### src/rtl/buff_use_pkg.sv
// -----------------------------------------------------------------------------
// buff_use_pkg
// Shared types and constants for the buffer-use sequencer.
//   state_e        : sequencer FSM state (IDLE / RUN)
//   SCHED_DEFAULT  : power-up schedule of the classic 26-step / 4-buffer decoder
//   sched_default(): bounded lookup into SCHED_DEFAULT (out-of-range -> 0)
// -----------------------------------------------------------------------------
package buff_use_pkg;

  typedef enum logic [0:0] {
    IDLE = 1'b0,
    RUN  = 1'b1
  } state_e;

  localparam int unsigned DEF_DEPTH   = 26;
  localparam int unsigned DEF_NUM_BUF = 4;

  localparam logic [3:0] SCHED_DEFAULT [0:25] = '{
    4'b0000, 4'b0000, 4'b0000, 4'b0000, 4'b0000, 4'b1000, 4'b1100,
    4'b0110, 4'b0010, 4'b1001, 4'b1101, 4'b1000, 4'b1110,
    4'b0100, 4'b0110, 4'b0000, 4'b0011, 4'b1011, 4'b0001, 4'b1101,
    4'b1000, 4'b1100, 4'b0010, 4'b0011, 4'b1001, 4'b1000
  };

  // Out-of-range indices return an empty mask so callers need no guard.
  function automatic logic [3:0] sched_default(input logic [4:0] idx);
    logic [3:0] val;
    if (idx <= 5'd25) begin
      val = SCHED_DEFAULT[idx];
    end else begin
      val = 4'b0000;
    end
    return val;
  endfunction

endpackage

### src/rtl/buff_use_table.sv
// -----------------------------------------------------------------------------
// buff_use_table
// DEPTH x NUM_BUF schedule storage built from flops.
//   clk_i    : clock
//   rst_ni   : async active-low reset, reloads the default schedule
//   we_i     : write strobe (already qualified by the caller)
//   waddr_i  : write address
//   wdata_i  : write data
//   raddr_i  : asynchronous read address
//   rdata_o  : read data (0 for addresses beyond DEPTH-1)
// -----------------------------------------------------------------------------
module buff_use_table
  import buff_use_pkg::*;
#(
  parameter int unsigned NUM_BUF = 4,
  parameter int unsigned DEPTH   = 26,
  parameter int unsigned CNT_W   = 5
) (
  input  logic               clk_i,
  input  logic               rst_ni,
  input  logic               we_i,
  input  logic [CNT_W-1:0]   waddr_i,
  input  logic [NUM_BUF-1:0] wdata_i,
  input  logic [CNT_W-1:0]   raddr_i,
  output logic [NUM_BUF-1:0] rdata_o
);

  // The built-in schedule only makes sense for the classic geometry.
  localparam bit USE_DEF = (NUM_BUF == DEF_NUM_BUF) && (DEPTH == DEF_DEPTH);
  localparam logic [CNT_W-1:0] LAST_IDX = CNT_W'(DEPTH - 1);

  logic [NUM_BUF-1:0] ent_s [DEPTH];

  for (genvar g = 0; g < DEPTH; g++) begin : g_ent
    localparam logic [NUM_BUF-1:0] RST_VAL =
      USE_DEF ? NUM_BUF'(sched_default(5'(g))) : '0;

    logic [NUM_BUF-1:0] ent_q;

    // One schedule entry: reset to its default, overwritten on an addressed write.
    always_ff @(posedge clk_i or negedge rst_ni) begin
      if (!rst_ni) begin
        ent_q <= RST_VAL;
      end else if (we_i && (waddr_i == CNT_W'(g))) begin
        ent_q <= wdata_i;
      end
    end

    assign ent_s[g] = ent_q;
  end

  // Asynchronous read port with an explicit out-of-range guard.
  always_comb begin
    rdata_o = '0;
    if (raddr_i <= LAST_IDX) begin
      rdata_o = ent_s[raddr_i];
    end else begin
      rdata_o = '0;
    end
  end

endmodule

### src/rtl/buff_use_sequencer.sv
// -----------------------------------------------------------------------------
// buff_use_sequencer
// Walks a programmable schedule table and emits a registered buffer-use mask
// per step for the conv datapath buffer bank.
//   clk, rst_n          : clock, async active-low reset
//   start               : begin a run (IDLE only); samples cfg_last / loop_en
//   cfg_last, loop_en   : last step of the run, wrap-around enable
//   adv                 : advance enable (0 = stall)
//   abort               : terminate run at the next edge, no done
//   tbl_we/addr/data    : schedule write port, honoured only in IDLE
//   cnt, buff_use       : current step and its mask (registered)
//   valid, busy, done   : outputs meaningful, run in progress, pass complete
// -----------------------------------------------------------------------------
module buff_use_sequencer
  import buff_use_pkg::*;
#(
  parameter int unsigned NUM_BUF = 4,
  parameter int unsigned DEPTH   = 26,
  parameter int unsigned CNT_W   = 5
) (
  input  logic               clk,
  input  logic               rst_n,
  input  logic               start,
  input  logic [CNT_W-1:0]   cfg_last,
  input  logic               loop_en,
  input  logic               adv,
  input  logic               abort,
  input  logic               tbl_we,
  input  logic [CNT_W-1:0]   tbl_addr,
  input  logic [NUM_BUF-1:0] tbl_data,
  output logic [CNT_W-1:0]   cnt,
  output logic [NUM_BUF-1:0] buff_use,
  output logic               valid,
  output logic               busy,
  output logic               done
);

  localparam logic [CNT_W-1:0] LAST_IDX = CNT_W'(DEPTH - 1);

  state_e             state_q, state_d;
  logic [CNT_W-1:0]   cnt_q, cnt_d;
  logic [NUM_BUF-1:0] buff_q, buff_d;
  logic               valid_q, valid_d;
  logic               busy_q, busy_d;
  logic               done_q, done_d;
  logic [CNT_W-1:0]   last_q, last_d;
  logic               loop_q, loop_d;

  logic               tbl_we_s;
  logic [CNT_W-1:0]   rd_addr_s;
  logic [NUM_BUF-1:0] rd_data_s;
  logic [CNT_W-1:0]   cfg_clamp_s;

  // Writes are only accepted while idle and inside the table.
  assign tbl_we_s    = tbl_we && (state_q == IDLE) && (tbl_addr <= LAST_IDX);
  // Clamping at capture keeps the counter inside the table for any cfg_last.
  assign cfg_clamp_s = (cfg_last > LAST_IDX) ? LAST_IDX : cfg_last;

  // Read address is the step the next advance lands on; step 0 when idle or wrapping.
  always_comb begin
    rd_addr_s = '0;
    if ((state_q == RUN) && (cnt_q != last_q)) begin
      rd_addr_s = cnt_q + CNT_W'(1);
    end else begin
      rd_addr_s = '0;
    end
  end

  buff_use_table #(
    .NUM_BUF (NUM_BUF),
    .DEPTH   (DEPTH),
    .CNT_W   (CNT_W)
  ) u_table (
    .clk_i   (clk),
    .rst_ni  (rst_n),
    .we_i    (tbl_we_s),
    .waddr_i (tbl_addr),
    .wdata_i (tbl_data),
    .raddr_i (rd_addr_s),
    .rdata_o (rd_data_s)
  );

  // Next-state and next-output logic. The table read happens before any
  // same-edge write commits, so a run started alongside a write to entry 0
  // shows the old entry on step 0.
  always_comb begin
    state_d = state_q;
    cnt_d   = cnt_q;
    buff_d  = buff_q;
    valid_d = valid_q;
    busy_d  = busy_q;
    done_d  = 1'b0;
    last_d  = last_q;
    loop_d  = loop_q;
    case (state_q)
      IDLE: begin
        if (start && !abort) begin
          state_d = RUN;
          cnt_d   = '0;
          buff_d  = rd_data_s;
          valid_d = 1'b1;
          busy_d  = 1'b1;
          last_d  = cfg_clamp_s;
          loop_d  = loop_en;
        end else begin
          state_d = IDLE;
        end
      end
      RUN: begin
        if (abort) begin
          state_d = IDLE;
          cnt_d   = '0;
          buff_d  = '0;
          valid_d = 1'b0;
          busy_d  = 1'b0;
        end else if (adv) begin
          if (cnt_q == last_q) begin
            done_d = 1'b1;
            if (loop_q) begin
              cnt_d  = '0;
              buff_d = rd_data_s;
            end else begin
              state_d = IDLE;
              cnt_d   = '0;
              buff_d  = '0;
              valid_d = 1'b0;
              busy_d  = 1'b0;
            end
          end else begin
            cnt_d  = cnt_q + CNT_W'(1);
            buff_d = rd_data_s;
          end
        end else begin
          state_d = RUN;
        end
      end
      default: begin
        state_d = IDLE;
        cnt_d   = '0;
        buff_d  = '0;
        valid_d = 1'b0;
        busy_d  = 1'b0;
      end
    endcase
  end

  // State, counter, run configuration and output registers.
  always_ff @(posedge clk or negedge rst_n) begin
    if (!rst_n) begin
      state_q <= IDLE;
      cnt_q   <= '0;
      buff_q  <= '0;
      valid_q <= 1'b0;
      busy_q  <= 1'b0;
      done_q  <= 1'b0;
      last_q  <= '0;
      loop_q  <= 1'b0;
    end else begin
      state_q <= state_d;
      cnt_q   <= cnt_d;
      buff_q  <= buff_d;
      valid_q <= valid_d;
      busy_q  <= busy_d;
      done_q  <= done_d;
      last_q  <= last_d;
      loop_q  <= loop_d;
    end
  end

  assign cnt      = cnt_q;
  assign buff_use = buff_q;
  assign valid    = valid_q;
  assign busy     = busy_q;
  assign done     = done_q;

endmodule

### config.mk
export PLATFORM = sky130hd
export DESIGN_NAME = buff_use_sequencer
export DESIGN_NICKNAME = d
export VERILOG_FILES = /design/src/rtl/buff_use_pkg.sv /design/src/rtl/buff_use_table.sv /design/src/rtl/buff_use_sequencer.sv
export SDC_FILE = /design/constraint.sdc
export NUM_CORES = 1
export LEC_CHECK = 0
export BUFFER_PORTS_ARGS = -buffer_cell sky130_fd_sc_hd__buf_4
export CAP_MARGIN = 10
export CORE_MARGIN = 2
export CORE_UTILIZATION = 55
export DETAILED_ROUTE_END_ITERATION = 12
export PLACE_DENSITY = 0.76
export SLEW_MARGIN = 20
export SYNTH_ARGS = -nofsm -noshare
export SYNTH_HDL_FRONTEND = slang
export SYNTH_SLANG_ARGS = --single-unit
export TNS_END_PERCENT = 5
### constraint.sdc
create_clock -name clk -period 2.6 [get_ports clk]
set_clock_uncertainty 0.05 [all_clocks]
set_input_delay 0.26 -clock clk [delete_from_list [all_inputs] [get_ports clk]]
set_output_delay 0.26 -clock clk [all_outputs]
set_load 0.01 [all_outputs]
### After elaboration in Yosys (flattened, before gate mapping)

Index checks and enable logic that the tools add are counted.

* bits in registers: 122
* input bits: 21
* output and inout port bits: 12

* add/subtract/negate cells: 1
* order comparisons: 4
* equality and inequality tests: 31
* multiplexer cells: 33
* bitwise logic cells: 2
* reductions and logical operators: 35

Operator list (number)
* $eq 5x5->1 const B: 10
* $eq 5x4->1 const B: 8
* $mux 4: 8
* $logic_and 1x1->1: 30
* $mux 5: 6
* $bmux 4 s5: 1
* $eq 5x3->1 const B: 4
* $mux 1: 14
* $eq 5x2->1 const B: 2
* $le 5x5->1 const B: 2
* $pmux 5 s2: 1
* $pmux 4 s2: 1
* $ge 6x6->1 const B: 1
* $ne 3x3->1 const B: 2
* $not 5->6: 1
* $add 5x1->5 const B: 1
* $eq 5x1->1 const B: 1
* $eq 5x5->1: 1
* $gt 5x5->1 const B: 1
* $logic_not 5->1: 1
* $ne 5x5->1: 1
* $pmux 1 s2: 2
* $reduce_and 2->1: 2
* $reduce_and 4->1: 1
* 4 further kinds: 4

### Depth between registers and ports, before layout

* depth in word-level cells: 13
* mapped depth: 10

### Modules after synthesis

Synthesis repeated with hierarchy kept, for this count alone.

* cell total of the unflattened synthesis: 443
* area, all modules: 6025.8 um2

Modules (own cells, without submodules)
* buff_use_table: instances 1, cells each 324, area an instance 4942.2 um2
* buff_use_sequencer: instances 1, cells each 119, area an instance 1083.5 um2

### Least setup slack after synthesis

OpenSTA, ideal clock, no wires.

* kind: register -> register
* start: reg cnt_q[1] (netlist: cnt[1])
* end: reg buff_q[2] (netlist: buff_use[2])
* data arrival time: 2063 ps
* required time: 2412 ps
* path slack: 349 ps
* stages on the path, launching flop included: 10
* cell sequence: dfrtp_1 -> ha_1 -> buf_6 -> clkinv_1 -> o2bb2ai_1 -> a22o_1 -> a2111o_1 -> o2111ai_1 -> o311a_1 -> o31ai_2

* word-level cells in the longest chain between the ends: 13
* elaborated cells between the ends (all ways): 17
* classes of those cells: add/sub: 1; order compare: 1; eq/ne: 2; mux: 11; bitwise: 1; reduce/logical: 1

RTL lines
* start: declaration: line buff_use_sequencer.sv:41 `logic [CNT_W-1:0] cnt_q, cnt_d;`
* start signal: assignment: line buff_use_sequencer.sv:160 `cnt_q <= cnt_d;`
* branches (longest 12 deep; another with $add 5x1->5)
* $pmux 4 s2 *: line buff_use_sequencer.sv:95 `case (state_q)`
* end signal: assignment: line buff_use_sequencer.sv:161 `buff_q <= buff_d;`
* end: declaration: line buff_use_sequencer.sv:42 `logic [NUM_BUF-1:0] buff_q, buff_d;`

Every way passes the cells marked *. The select of a mux whose other input is x is not followed.
A chain may end at the register's enable or synchronous reset.

### Worst setup path after layout

* start: reg cnt_q[1] (netlist: cnt[1])
* end: reg buff_q[0] (netlist: buff_use[0])

Same word-level chain as after synthesis.

==> run metrics <==
status=completed; Pwr Density=827 mW/mm²; DR DRC count=0; hold slack=roughly 0.048 ns; slew margin rel.=58.7%; R2R depth=8; Syn. warnings=0; vias in the first global route=4,910; ys flop type=dfrtp_1; commonest non-fill, non-tap cell in the layout=mux2_2; CTS tree=done; drt initial violations=~400; clock share of power=roughly 40%; critical path required time=slightly below 3 ns; Setup TNS=0 ns; first-pass GRT wire length=27,200 µm; Antenna diodes=0; Total Nets Final=around 630; CTS Buf Count=17; switching power total=about 1.7 mW; Vias=4,858; total clock sinks=122; flops & latches, synth=about 120; hold path startpoint=abort; internal power=~4.5 mW; number of H-tree levels=4; DRT met1 WL=about 7600 µm; CP startpoint kind=flop; unrepaired setup endpoints after global routing=yes; Mapped Nets=565; Seq/Total Area, Yosys=50.1%; number of flops mapped to enable cells by yosys=0; post-synthesis cell type count=71; Rows=38; routability cong.=between 0.9 and 1; Hold Vio Cnt, Final=0; Initial Utilization=between 50% and 60%; switching fraction of total power=27.9%; worst-path maximum fanout=5; Post-Route WL=approximately 17,000 µm; Sequential Power Share=40.8%; Top Metal Used=met4; Synth Instances=between 500 and 600; initial antenna violation count=0; worst hold path type=in -> reg; r2r setup slk=0.003 ns; Routed Antenna Nets=0; core footprint=about 0.011 mm²; I/O Pins=33; largest net degree at the start of global routing=70; Hold Crit Endpoint=busy$_DFFE_PN0P_; Total GRT Usage=30.9%; Max clock buf depth=2; Via density=6.41; Skew-Pair Late Insertion Delay=0.54 ns; dpl hpwl=between 10,000 and 15,000 µm; gr ovfl total=0; clock root cell=clkbuf_8; most frequent cells in the layout=mux2_2, dfrtp_1, buf_4, nand2_1, dfstp_2; Setup crit end kind=flop; Post-Syn Area per Cell=~11 µm²; Die Wd=between 100 and 150 µm; met2 WL post-DR=about 7900 µm; post-synthesis async set-or-reset flop share=100%; worst vdd ir=525 µV; final slew viol count=0; input/output buffers=32; hold depth=3; routed wl met3=1290 µm; leakage=3.28 nW; die area=around 0.012 mm²; drt pass-1 iters=5; layout cell share with drive strength beyond 1=41.6%; fin crit period=2.60 ns; WL/cell=22.9 µm; reg2reg end=buff_use[0]$_DFFE_PN0P_; max cap viols=0; Arr. time, crit path=~2.9 ns; Crit Path Class=reg -> reg; DIE HEIGHT=around 110 µm; area grow syn2layout=20.9%; period utilization=approximately 100%; FMAX=0.385 GHz; synthesized area=about 0.0062 mm²; r2r startpoint=cnt[1]$_DFFE_PN0P_; Tightest Pin Transition=a little over 0.6 ns; Logic pwr share=a little under 20%; Setup violations, final=0; Worst-path clk slew=roughly 0.060 ns
## sequential cells by signal, summed over array words and instances (netlist names)
name / count
buff_use: 4
busy: 1
state_q: 1
done: 1
cnt: 5
u_table.g_ent.ent_q: 104
last_q: 5
loop_q: 1
## metrics by stage
stage / power, mW / cells / cell area (µm²) / worst slack [ns] / util [%]
global placement: 3.64 / 713 / 6650 / 0.0522 / 61.1
CTS: 6.12 / 754 / 7350 / 0.00240 / 67.5
floorplan: 3.24 / 543 / 6180 / 0.349 / -
global route: 6.43 / 758 / 7470 / -0.0759 / 68.6
finish: 6.18 / 758 / 7470 / 0.00318 / 68.6
detailed placement: 3.67 / 713 / 6650 / 0.0445 / 61.1
## timing repair
item	CTS	global route
setup endpoints to repair	0	5
setup buffers	0	4
endpoints found under the hold margin	75	0
hold buffers	9	0
gates resized for setup	0	20
## cell type report
class                      count  area, µm²
fill                         803       3420
sequential                   122       3100
clock buffer                  21        439
multi-input combinational    376       2910
inverter                      11       41.3
tap                          140        175
clock inverter                11        171
timing repair buffer          77        633
## power groups by stage
stage,logic [mW],registers (mW),clock network (mW)
floorplan,0.786,2.46,0
global placement,1.11,2.53,0
detailed placement,1.13,2.53,0
CTS,1.15,2.51,2.46
global route,1.32,2.55,2.56
finish,1.22,2.52,2.44
## worst max-delay path by stage
stage                            start                      end  slack [ns]  cells past startpoint
floorplan           cnt[1]$_DFFE_PN0P_  buff_use[2]$_DFFE_PN0P_        0.35                      9
global placement    cnt[0]$_DFFE_PN0P_  buff_use[3]$_DFFE_PN0P_        0.05                      7
detailed placement  cnt[0]$_DFFE_PN0P_  buff_use[0]$_DFFE_PN0P_        0.04                      9
CTS                 cnt[0]$_DFFE_PN0P_  buff_use[0]$_DFFE_PN0P_       0.002                      9
global route        cnt[0]$_DFFE_PN0P_  buff_use[0]$_DFFE_PN0P_       -0.08                      8
finish              cnt[1]$_DFFE_PN0P_  buff_use[0]$_DFFE_PN0P_       0.003                      8
## cells in the mapped netlist (all sizes together), types with 3 or more instances
cell     count  share of area [%]
a221oi       3               0.43
clkbuf      18                1.3
nand2b       6               0.61
and3         6               0.61
a31oi        6               0.61
mux2i        8                1.3
a22o         6               0.85
nor3        13                1.2
nor2        30                1.8
o22ai        7               0.71
and2         5               0.53
a21oi       20                1.7
a2111oi      4               0.59
o2111ai      3               0.43
o22a         4               0.57
nor2b        5               0.51
nand2       58                3.6
a211oi       8                1.3
o21ai       19                1.5
a311oi       3               0.43
xor2         7                1.1
buf         16                2.1
nand3       13                1.1
dfrtp       86                 35
o31ai        3               0.45
inv         10               0.61
mux2        99                 18
dfstp       36                 15
## worst max-delay path, cell delays in order (launching register included)
cell and delay (ns):
dfrtp_1 0.40, ha_1 0.42, clkinv_1 0.28, o2bb2ai_1 0.20
a21o_1 0.19, a2111oi_2 0.45, a2bb2oi_1 0.17, a2bb2oi_1 0.19
o41ai_1 0.11
## layer usage
layer	vias up	track usage [%]
li1	2119	-
met5	-	0
met2	242	47.2
met4	0	12.8
met1	2446	42.3
met3	51	7.64
## logic make-up (layout without fill, tap and decap cells)
| logic type | Yosys count | in the layout | share of synthesized area (%) |
|---|---|---|---|
| mux | 108 | 108 | 19.7 |
| fa+ha+maj | 1 | 1 | 0.202 |
| compound gates | 110 | 110 | 13.0 |
| simple gates | 148 | 148 | 11.6 |
| xor+xnor | 9 | 9 | 1.40 |
| buf+inv | 45 | 120 | 4.03 |
| flops | 122 | 122 | 50.1 |
No activity file was read; power rests on OpenSTA's default activity.
